**config.mk**
```make
export PLATFORM = sky130hd
export DESIGN_NAME = sdram_burst_stream_engine
export DESIGN_NICKNAME = d
export VERILOG_FILES = /design/src/rtl/sdram_burst_stream_engine.sv
export SDC_FILE = /design/constraint.sdc
export NUM_CORES = 1
export LEC_CHECK = 0
export BUFFER_PORTS_ARGS = -buffer_cell sky130_fd_sc_hd__buf_4
export CELL_PAD_IN_SITES_DETAIL_PLACEMENT = 1
export CELL_PAD_IN_SITES_GLOBAL_PLACEMENT = 1
export CORE_AREA = 2 2 264 370
export CTS_CLUSTER_DIAMETER = 120
export DETAILED_ROUTE_END_ITERATION = 8
export DIE_AREA = 0 0 266 372
export GPL_TIMING_DRIVEN = 0
export PLACE_DENSITY_LB_ADDON = 0.05
export SYNTH_ARGS = -nofsm -noshare
export SYNTH_HDL_FRONTEND = slang
export SYNTH_SLANG_ARGS = --single-unit
```
**constraint.sdc**
```tcl
create_clock -name i_Clk -period 7.55 [get_ports i_Clk]
set_input_delay 1.1325 -clock i_Clk [delete_from_list [all_inputs] [get_ports i_Clk]]
set_output_delay 1.1325 -clock i_Clk [all_outputs]
set_load 0.01 [all_outputs]
```
**src/rtl/sdram_burst_stream_engine.sv**
```systemverilog
// ---------------------------------------------------------------------------
// sdram_burst_stream_engine
//
// Read-modify-write client for a framebuffer region held in SDRAM.
// Each pass reads one burst into a readout FIFO and streams it to an external
// pixel processor. Processed words are collected in a writeback FIFO and
// written back to the same addresses. The engine then moves on to the next
// burst and wraps at the end of the region. It shares the SDRAM arbiter with
// the LCD scanout client and releases the bus whenever it is idle.
//
// Ports
//   i_Clk, i_Reset                 clock, synchronous active-high reset
//   i_Enable                       start new bursts (the current burst always completes)
//   i_SDRAM_Requested              other client wants the bus
//   o_SDRAM_Yield                  bus released (idle and requested)
//   o_Command / o_Data_Address     command and word address to the SDRAM controller
//   i_Data_Read_Valid/i_Data_Read  read beats from the controller
//   i_Data_Write_Done/o_Data_Write write beat consumed / writeback FIFO head
//   o_Px_Valid/o_Px_Data/i_Px_Ready   words out to the pixel processor
//   i_Res_Valid/i_Res_Data/o_Res_Ready processed words back from the processor
//   o_Frame_Done                   one-cycle pulse after the last burst of the region is written
// ---------------------------------------------------------------------------
module sdram_burst_stream_engine #(
    parameter int DATA_W       = 32,
    parameter int ADDR_W       = 22,
    parameter int BURST_LEN    = 8,
    parameter int FIFO_DEPTH   = 16,
    parameter int REGION_BASE  = 0,
    parameter int REGION_WORDS = 96000
) (
    input  logic              i_Clk,
    input  logic              i_Reset,
    input  logic              i_Enable,
    input  logic              i_SDRAM_Requested,
    output logic              o_SDRAM_Yield,
    output logic [1:0]        o_Command,
    output logic [ADDR_W-1:0] o_Data_Address,
    input  logic              i_Data_Read_Valid,
    input  logic [DATA_W-1:0] i_Data_Read,
    input  logic              i_Data_Write_Done,
    output logic [DATA_W-1:0] o_Data_Write,
    output logic              o_Px_Valid,
    output logic [DATA_W-1:0] o_Px_Data,
    input  logic              i_Px_Ready,
    input  logic              i_Res_Valid,
    input  logic [DATA_W-1:0] i_Res_Data,
    output logic              o_Res_Ready,
    output logic              o_Frame_Done
);

    // Controller command encodings (shared with the SDRAM controller).
    localparam logic [1:0] CMD_IDLE  = 2'd0;
    localparam logic [1:0] CMD_READ  = 2'd1;
    localparam logic [1:0] CMD_WRITE = 2'd2;

    localparam int CNT_W  = $clog2(FIFO_DEPTH + 1);
    localparam int PTR_W  = (FIFO_DEPTH > 1) ? $clog2(FIFO_DEPTH) : 1;
    localparam int BEAT_W = $clog2(BURST_LEN);

    localparam logic [CNT_W-1:0]  BURST_CNT  = CNT_W'(BURST_LEN);
    localparam logic [PTR_W-1:0]  PTR_LAST   = PTR_W'(FIFO_DEPTH - 1);
    localparam logic [BEAT_W-1:0] BEAT_LAST  = BEAT_W'(BURST_LEN - 1);
    localparam logic [ADDR_W-1:0] BASE_ADDR  = ADDR_W'(REGION_BASE);
    localparam logic [ADDR_W-1:0] WRAP_ADDR  = ADDR_W'(REGION_BASE + REGION_WORDS - BURST_LEN);
    localparam logic [ADDR_W-1:0] BURST_STEP = ADDR_W'(BURST_LEN);

    typedef enum logic [1:0] {ST_IDLE, ST_READ, ST_PROCESS, ST_WRITE} state_t;

    state_t state, state_next;

    logic [ADDR_W-1:0] burst_ptr;
    logic [ADDR_W-1:0] addr;
    logic [BEAT_W-1:0] beat;
    logic              frame_done;

    logic start_read, start_write, read_beat, write_beat;

    // Readout FIFO (SDRAM -> processor) and writeback FIFO (processor -> SDRAM).
    logic [DATA_W-1:0] rd_mem [FIFO_DEPTH];
    logic [DATA_W-1:0] wb_mem [FIFO_DEPTH];
    logic [PTR_W-1:0]  rd_wr_ptr, rd_rd_ptr, wb_wr_ptr, wb_rd_ptr;
    logic [CNT_W-1:0]  rd_count, wb_count;
    logic              rd_push, rd_pop, wb_push, wb_pop;

    // NOTE: state registers use non-blocking (<=) so every flop samples pre-edge values.
    always_ff @(posedge i_Clk) begin
        if (i_Reset) state <= ST_IDLE;
        else         state <= state_next;
    end

    // NOTE: every output of this block is given a default first so no latch is inferred.
    always_comb begin
        state_next  = state;
        start_read  = 1'b0;
        start_write = 1'b0;
        read_beat   = 1'b0;
        write_beat  = 1'b0;
        o_Command   = CMD_IDLE;
        case (state)
            ST_IDLE: begin
                // A pending bus request beats both transitions; writeback beats a new read.
                if (!i_SDRAM_Requested) begin
                    if (wb_count >= BURST_CNT) begin
                        start_write = 1'b1;
                        state_next  = ST_WRITE;
                    end else if (i_Enable && rd_count == '0 && wb_count == '0) begin
                        start_read = 1'b1;
                        state_next = ST_READ;
                    end
                end
            end
            ST_READ: begin
                o_Command = CMD_READ;
                if (i_Data_Read_Valid) begin
                    read_beat = 1'b1;
                    if (beat == '0) state_next = ST_PROCESS;
                end
            end
            ST_PROCESS: begin
                // Bus is not held here; go back to IDLE so the arbiter can see a yield.
                if (wb_count >= BURST_CNT) state_next = ST_IDLE;
            end
            ST_WRITE: begin
                o_Command = CMD_WRITE;
                if (i_Data_Write_Done) begin
                    write_beat = 1'b1;
                    if (beat == '0) state_next = ST_IDLE;
                end
            end
            default: state_next = ST_IDLE;
        endcase
    end

    // Address, beat counter and region walk.
    always_ff @(posedge i_Clk) begin
        if (i_Reset) begin
            addr       <= BASE_ADDR;
            burst_ptr  <= BASE_ADDR;
            beat       <= '0;
            frame_done <= 1'b0;
        end else begin
            frame_done <= 1'b0;
            if (start_read || start_write) begin
                addr <= burst_ptr;
                beat <= BEAT_LAST;
            end else if (read_beat || write_beat) begin
                addr <= addr + ADDR_W'(1);
                beat <= beat - BEAT_W'(1);
            end
            if (write_beat && beat == '0) begin
                if (burst_ptr == WRAP_ADDR) begin
                    burst_ptr  <= BASE_ADDR;
                    frame_done <= 1'b1;
                end else begin
                    burst_ptr <= burst_ptr + BURST_STEP;
                end
            end
        end
    end

    assign rd_push = read_beat;
    assign rd_pop  = o_Px_Valid && i_Px_Ready;
    assign wb_push = i_Res_Valid && o_Res_Ready;
    assign wb_pop  = write_beat;

    // NOTE: FIFO storage has no reset; the flushed pointers and counts define emptiness,
    // so the arrays can map onto plain RAM.
    always_ff @(posedge i_Clk) begin
        if (rd_push) rd_mem[rd_wr_ptr] <= i_Data_Read;
        if (wb_push) wb_mem[wb_wr_ptr] <= i_Res_Data;
    end

    always_ff @(posedge i_Clk) begin
        if (i_Reset) begin
            rd_wr_ptr <= '0;
            rd_rd_ptr <= '0;
            rd_count  <= '0;
            wb_wr_ptr <= '0;
            wb_rd_ptr <= '0;
            wb_count  <= '0;
        end else begin
            if (rd_push) rd_wr_ptr <= (rd_wr_ptr == PTR_LAST) ? '0 : rd_wr_ptr + PTR_W'(1);
            if (rd_pop)  rd_rd_ptr <= (rd_rd_ptr == PTR_LAST) ? '0 : rd_rd_ptr + PTR_W'(1);
            if (wb_push) wb_wr_ptr <= (wb_wr_ptr == PTR_LAST) ? '0 : wb_wr_ptr + PTR_W'(1);
            if (wb_pop)  wb_rd_ptr <= (wb_rd_ptr == PTR_LAST) ? '0 : wb_rd_ptr + PTR_W'(1);
            case ({rd_push, rd_pop})
                2'b10:   rd_count <= rd_count + CNT_W'(1);
                2'b01:   rd_count <= rd_count - CNT_W'(1);
                default: rd_count <= rd_count;
            endcase
            case ({wb_push, wb_pop})
                2'b10:   wb_count <= wb_count + CNT_W'(1);
                2'b01:   wb_count <= wb_count - CNT_W'(1);
                default: wb_count <= wb_count;
            endcase
        end
    end

    assign o_SDRAM_Yield  = i_SDRAM_Requested && (state == ST_IDLE);
    assign o_Data_Address = addr;
    assign o_Data_Write   = wb_mem[wb_rd_ptr];
    assign o_Px_Valid     = (state == ST_PROCESS) && (rd_count != '0);
    assign o_Px_Data      = rd_mem[rd_rd_ptr];
    // Capping at one burst keeps results for the next burst out until WRITE drains this one.
    assign o_Res_Ready    = (wb_count < BURST_CNT);
    assign o_Frame_Done   = frame_done;

endmodule
```
Yosys cells after proc, flatten, opt, wreduce, memory -nomap -nowiden
Memory sizes are Yosys's and may differ from the RTL's. A register that Yosys moved wholly into a read port is not among the register bits.
Cells that the tools add are included.
- register bits: 76
- RAM bits: 1024
- bits of input ports: 72
- word-level logic and storage cells: 106
- memories kept: 2
- add/sub/neg operators: 11
- $lt $le $gt $ge: 2
- eq/ne operators: 19
- mux-type cells: 41
- bitwise operators: 1
- reductions and logical operators: 19
- memories (name ; words ; width ; read ports ; clocked after Yosys merged registers in ; write ports ; RTL line ; source):
    rd_mem ; 16 ; 32 ; 1 ; 1 ; 1 ; 79 ; logic [DATA_W-1:0] rd_mem [FIFO_DEPTH];
    wb_mem ; 16 ; 32 ; 1 ; 1 ; 1 ; 80 ; logic [DATA_W-1:0] wb_mem [FIFO_DEPTH];
- operators by type and width (operator ; count):
    22-bit two-way mux ; 3
    4-bit two-way mux ; 8
    22-bit by 1-bit adder with 22-bit output, second input constant ; 1
    22-bit by 4-bit adder with 22-bit output, second input constant ; 1
    22-bit by 17-bit == test with 1-bit output, second input constant ; 1
    5-bit case mux with 2 select lines ; 2
    4-bit by 1-bit adder with 4-bit output, second input constant ; 4
    4-bit == test, second input constant ; 4
    1-bit two-way mux ; 16
    2-bit two-way mux ; 8
    2-bit inequality test, second input constant ; 6
    5-bit by 1-bit adder with 5-bit output, second input constant ; 2
    5-bit zero test ; 2
    5-bit by 1-bit subtractor with 5-bit output, second input constant ; 2
    2-bit == test, second input constant ; 4
    2-bit case mux with 4 select lines ; 1
    1-bit logical AND ; 7
    7-bit AND reduction ; 1
    2-bit by 1-bit == test with 1-bit output, second input constant ; 3
    3-bit two-way mux ; 2
    2-bit nonzero test ; 3
    5-bit by 4-bit greater-or-equal comparator with 1-bit output, second input constant ; 1
    5-bit by 4-bit less-than comparator with 1-bit output, second input constant ; 1
    5-bit nonzero test ; 1
    other kinds (8) ; 9

Longest topological paths before layout
- depth after elaboration: 9
- depth in mapped cells: 14
- gate-level depth less buffers: 12

Worst setup path after synthesis
OpenSTA, ideal clock, no wires.
- kind: input to register
- start point: in i_Data_Read_Valid
- end point: mem rd_mem[3][0], enable pin
- setup time: 0.461 ns
- arrival time: 3.839 ns
- data required time: 7.089 ns
- setup slack: 3.250 ns
- stages on the path: 4
- path through: inv_1 -> nor3_2 -> nand2_1 -> nor3_1
- cells in the longest elaborated chain, start to end: 4
- RTL lines (element ; RTL line ; source):
    start, declared ; 38 ; input logic i_Data_Read_Valid,
    1-bit two-way mux ; 114 ; if (i_Data_Read_Valid) begin
    1-bit two-way mux ; 99 ; case (state)
    1-bit two-way mux ; 169 ; if (rd_push) rd_mem[rd_wr_ptr] <= i_Data_Read;
    1-bit two-way mux (implied by the code) ; 169 ;
    end, declared ; 79 ;
Every way passes these cells.

==> impl_metrics.tcl <==
set metrics [dict create \
    die_x_um 266 \
    post_cts_resized 0 \
    yosysMostFrequentCell "edfxtp_1" \
    cp.depth 5 \
    cts_root_buf "clkbuf_16" \
    pwr-share-seq_pct 54.2 \
    grt_pass1_vias 22300 \
    wl_um 107000 \
    first_pass_iters 5 \
    critPathCaptureType "primary output" \
    insertion_delay_ns 0.70 \
    status "finished clean" \
    critPathKind "flop to primary output" \
    viasPerCell 5.74 \
    slowest_stage "buf_1" \
    crit_end "o_Data_Write[4]" \
    grt_max_degree 25 \
    remaining_drc_errors 0 \
    coreArea_sq_um 95900 \
    worstMarginPinSlew_ns 1.20 \
    power.leakage_nw 15.8 \
    drv_cap 0 \
    hold_violations 0 \
    start_util_pct 44.6 \
    path_clk_slew_ns 0.06 \
    htreeDepth 3 \
    clock_path_buffers 3 \
    track_usage_pct 22.0 \
    switching_share_pct 20.3 \
    ys_ff_latch 1105 \
    cp_max_fo 10 \
    powerDensity_nw_per_um2 248 \
    die-area_sq_um 99000 \
    hold_ws_ns 0.482 \
    synth_fp_nets 2029 \
    synth.area.top_cells "edfxtp_1 (72%), mux4_2 (16%), dfxtp_1 (3.8%)" \
    place_hpwl_um 68500 \
    area_growth_pct 17.1 \
    path_buf_inv 3 \
    cts_sinks 1105 \
    cp_common_cell "mux4_2" \
    yosysUniqueCellTypes 64 \
    cpLargestDelayFamily "buffers and inverters" \
    fin_skew_ns 0.0254 \
    yosysTopAreaCellShare_pct 71.9 \
    period_share_pct 61.8 \
    grt_remaining_overflow 0 \
    grt_use_met1_pct 27.0 \
    seq_area_frac_synth_pct 75.7 \
    cts_setup_buffers 0 \
    synth_commonest_cells "edfxtp_1 (1,024), mux4_2 (309), dfxtp_1 (81)" \
    final_util_pct 52.2 \
    fillCellCount 8399 \
    critPathRequiredTime_ns 6.42 \
    cts_buffers 106 \
    grt.busiest_layer "met2" \
    async_flop_share_pct 0 \
    gp_congestion 0.746 \
    reg2reg_depth 13 \
    grt_setup_unrepaired "no" \
    synth_area_per_cell_sq_um 22.1 \
    die_y_um 372 \
    cp.arrival_ns 3.53 \
    synth-edff-count 1024 \
    internal_power_mw 9.91 \
    cts_hold_buf 0 \
    r2r-start "rd_count[1]$_SDFFE_PP0P_" \
    seq_area_sq_um 32400 \
    timing.fmax_mhz 214 \
    yosys.area.top_type "edfxtp_1" \
    rr_endpoint "rd_count[4]$_SDFFE_PP0P_" \
    post_drt_wl_per_cell_um 29.8 \
    syn_inst 1934 \
    cp_slowest_stage_delay_ns 0.71 \
    synth_ff_type "edfxtp_1" \
    power_frac_comb_pct 2.5 \
    drive_gt1_share_pct 33.1 \
    grt_first_pass_wirelength_um 154000 \
    vias 20600 \
    drt_iter0_drc 1536 \
    synth.yosys.warnings 0 \
    fin_crit_ns 4.66 \
    cts_tree "yes" \
    met3_usage_pct 4.10 \
    numPortBuffers 162 \
    rows 135 \
    final_nets 2352 \
    vdd_ir_drop_max_v 0.000193 \
    boundaryPins 164 \
    clockPowerShare_pct 43.3 \
    antenna_found_initial 6 \
    cp_cell_sequence "clkbuf_1 -> buf_1 -> mux4_2 -> mux4_2 -> buf_4" \
    slew_headroom_pct 20.1 \
    startpoint_type "flop" \
    setup_violations 0 \
    power.net_switching_mw 2.52 \
    multi_input_area_sq_um 9870 \
    holdCritPathClass "flop to flop" \
    syn_area_sq_um 42800 \
    drv_slew 0 \
    ff2ff_setup_slack_ns 4.36 \
    ant_nets 0 \
    use_met2_pct 39.4 \
]
-- power by group through the flow --
stage / Combinational [mW] / Clock [mW] / Sequential, mW
2_1_floorplan: 0.118 / 0 / 6.87
3_3_place_gp: 0.291 / 0 / 6.87
3_5_place_dp: 0.317 / 0 / 6.87
4_1_cts: 0.317 / 5.50 / 6.74
5_1_grt: 0.339 / 5.71 / 6.74
6_report: 0.310 / 5.38 / 6.74
-- stage by stage --
| step | instances | worst slack (ns) | instance area (sq um) | power (mW) | TNS [ns] |
|---|---|---|---|---|---|
| 4_1_cts | 3577 | 2.72 | 50100 | 12.6 | 0 |
| 5_1_grt | 3578 | 2.73 | 50100 | 12.8 | 0 |
| 3_5_place_dp | 3382 | 3.48 | 46600 | 7.19 | 0 |
| 2_1_floorplan | 1934 | 3.25 | 42800 | 6.99 | 0 |
| 6_report | 3579 | 2.89 | 50100 | 12.4 | 0 |
| 3_3_place_gp | 3329 | -0.735 | 45500 | 7.16 | -88.58 |
-- layer usage --
layer	vias up	wire, um
met1	11100	41800
met2	469	57000
li1	8781	-
met4	8	2550
met3	153	5230
met5	-	45
-- worst register-to-register path: stages (launching register included) --
cell	delay, ns
dfxtp_1	0.29
clkbuf_1	0.18
nor4_1	0.47
a21boi_1	0.17
nand2_1	0.25
inv_1	0.15
ha_1	0.22
clkbuf_1	0.20
xor2_1	0.20
ha_1	0.25
a31o_2	0.24
a22oi_1	0.20
xor2_1	0.18
nor2_1	0.05
-- registers in the layout (all words and copies together), names as in the netlist, named ones only --
name / flops
o_Frame_Done: 1
rd_wr_ptr: 4
rd_rd_ptr: 4
beat: 3
wb_count: 5
burst_ptr: 19
wb_rd_ptr: 4
rd_count: 5
wb_wr_ptr: 4
wb_mem: 512
state: 2
rd_mem: 512
o_Data_Address: 22
-- how the worst min path moves through the flow --
stage	endpoint	depth (start not counted)	startpoint	slack (ns)
CTS	beat[0]$_SDFFE_PP0P_	1	beat[0]$_SDFFE_PP0P_	0.49
floorplan	beat[0]$_SDFFE_PP0P_	1	beat[0]$_SDFFE_PP0P_	0.44
global route	beat[0]$_SDFFE_PP0P_	1	beat[0]$_SDFFE_PP0P_	0.52
detailed placement	beat[0]$_SDFFE_PP0P_	1	beat[0]$_SDFFE_PP0P_	0.48
global placement	beat[0]$_SDFFE_PP0P_	1	beat[0]$_SDFFE_PP0P_	0.47
finish	beat[0]$_SDFFE_PP0P_	1	beat[0]$_SDFFE_PP0P_	0.48
-- cells in the final DEF, fill, tap and decap left out, types with 26 or more instances in the layout --
cell type,count
xor2_1,26
a21oi_1,35
dfxtp_1,81
nand3_1,33
clkbuf_16,107
buf_6,34
mux4_2,309
clkinv_1,28
buf_4,180
edfxtp_1,1024
nor2_1,47
clkbuf_1,44
nand2_1,42
-- area by class of cell --
cell class              count  area share (%)
flip-flops and latches   1105            64.6
diodes                      2         0.00999
inverters                  19           0.142
well taps                1233            3.08
multi-input cells         714            19.7
repair buffers            215            4.30
plain buffers              96            1.21
clock inverters            73            1.49
clock buffers             122            5.46
-- kinds of logic after synthesis --
group / count (synthesis) / synth area share (%)
flops: 1105 / 75.7
compound gates: 90 / 1.35
xor+xnor: 33 / 0.676
fa+ha+maj: 23 / 0.690
simple gates: 241 / 2.94
mux: 327 / 17.1
buf+inv: 115 / 1.58
Power figures use the tool's default switching activity.
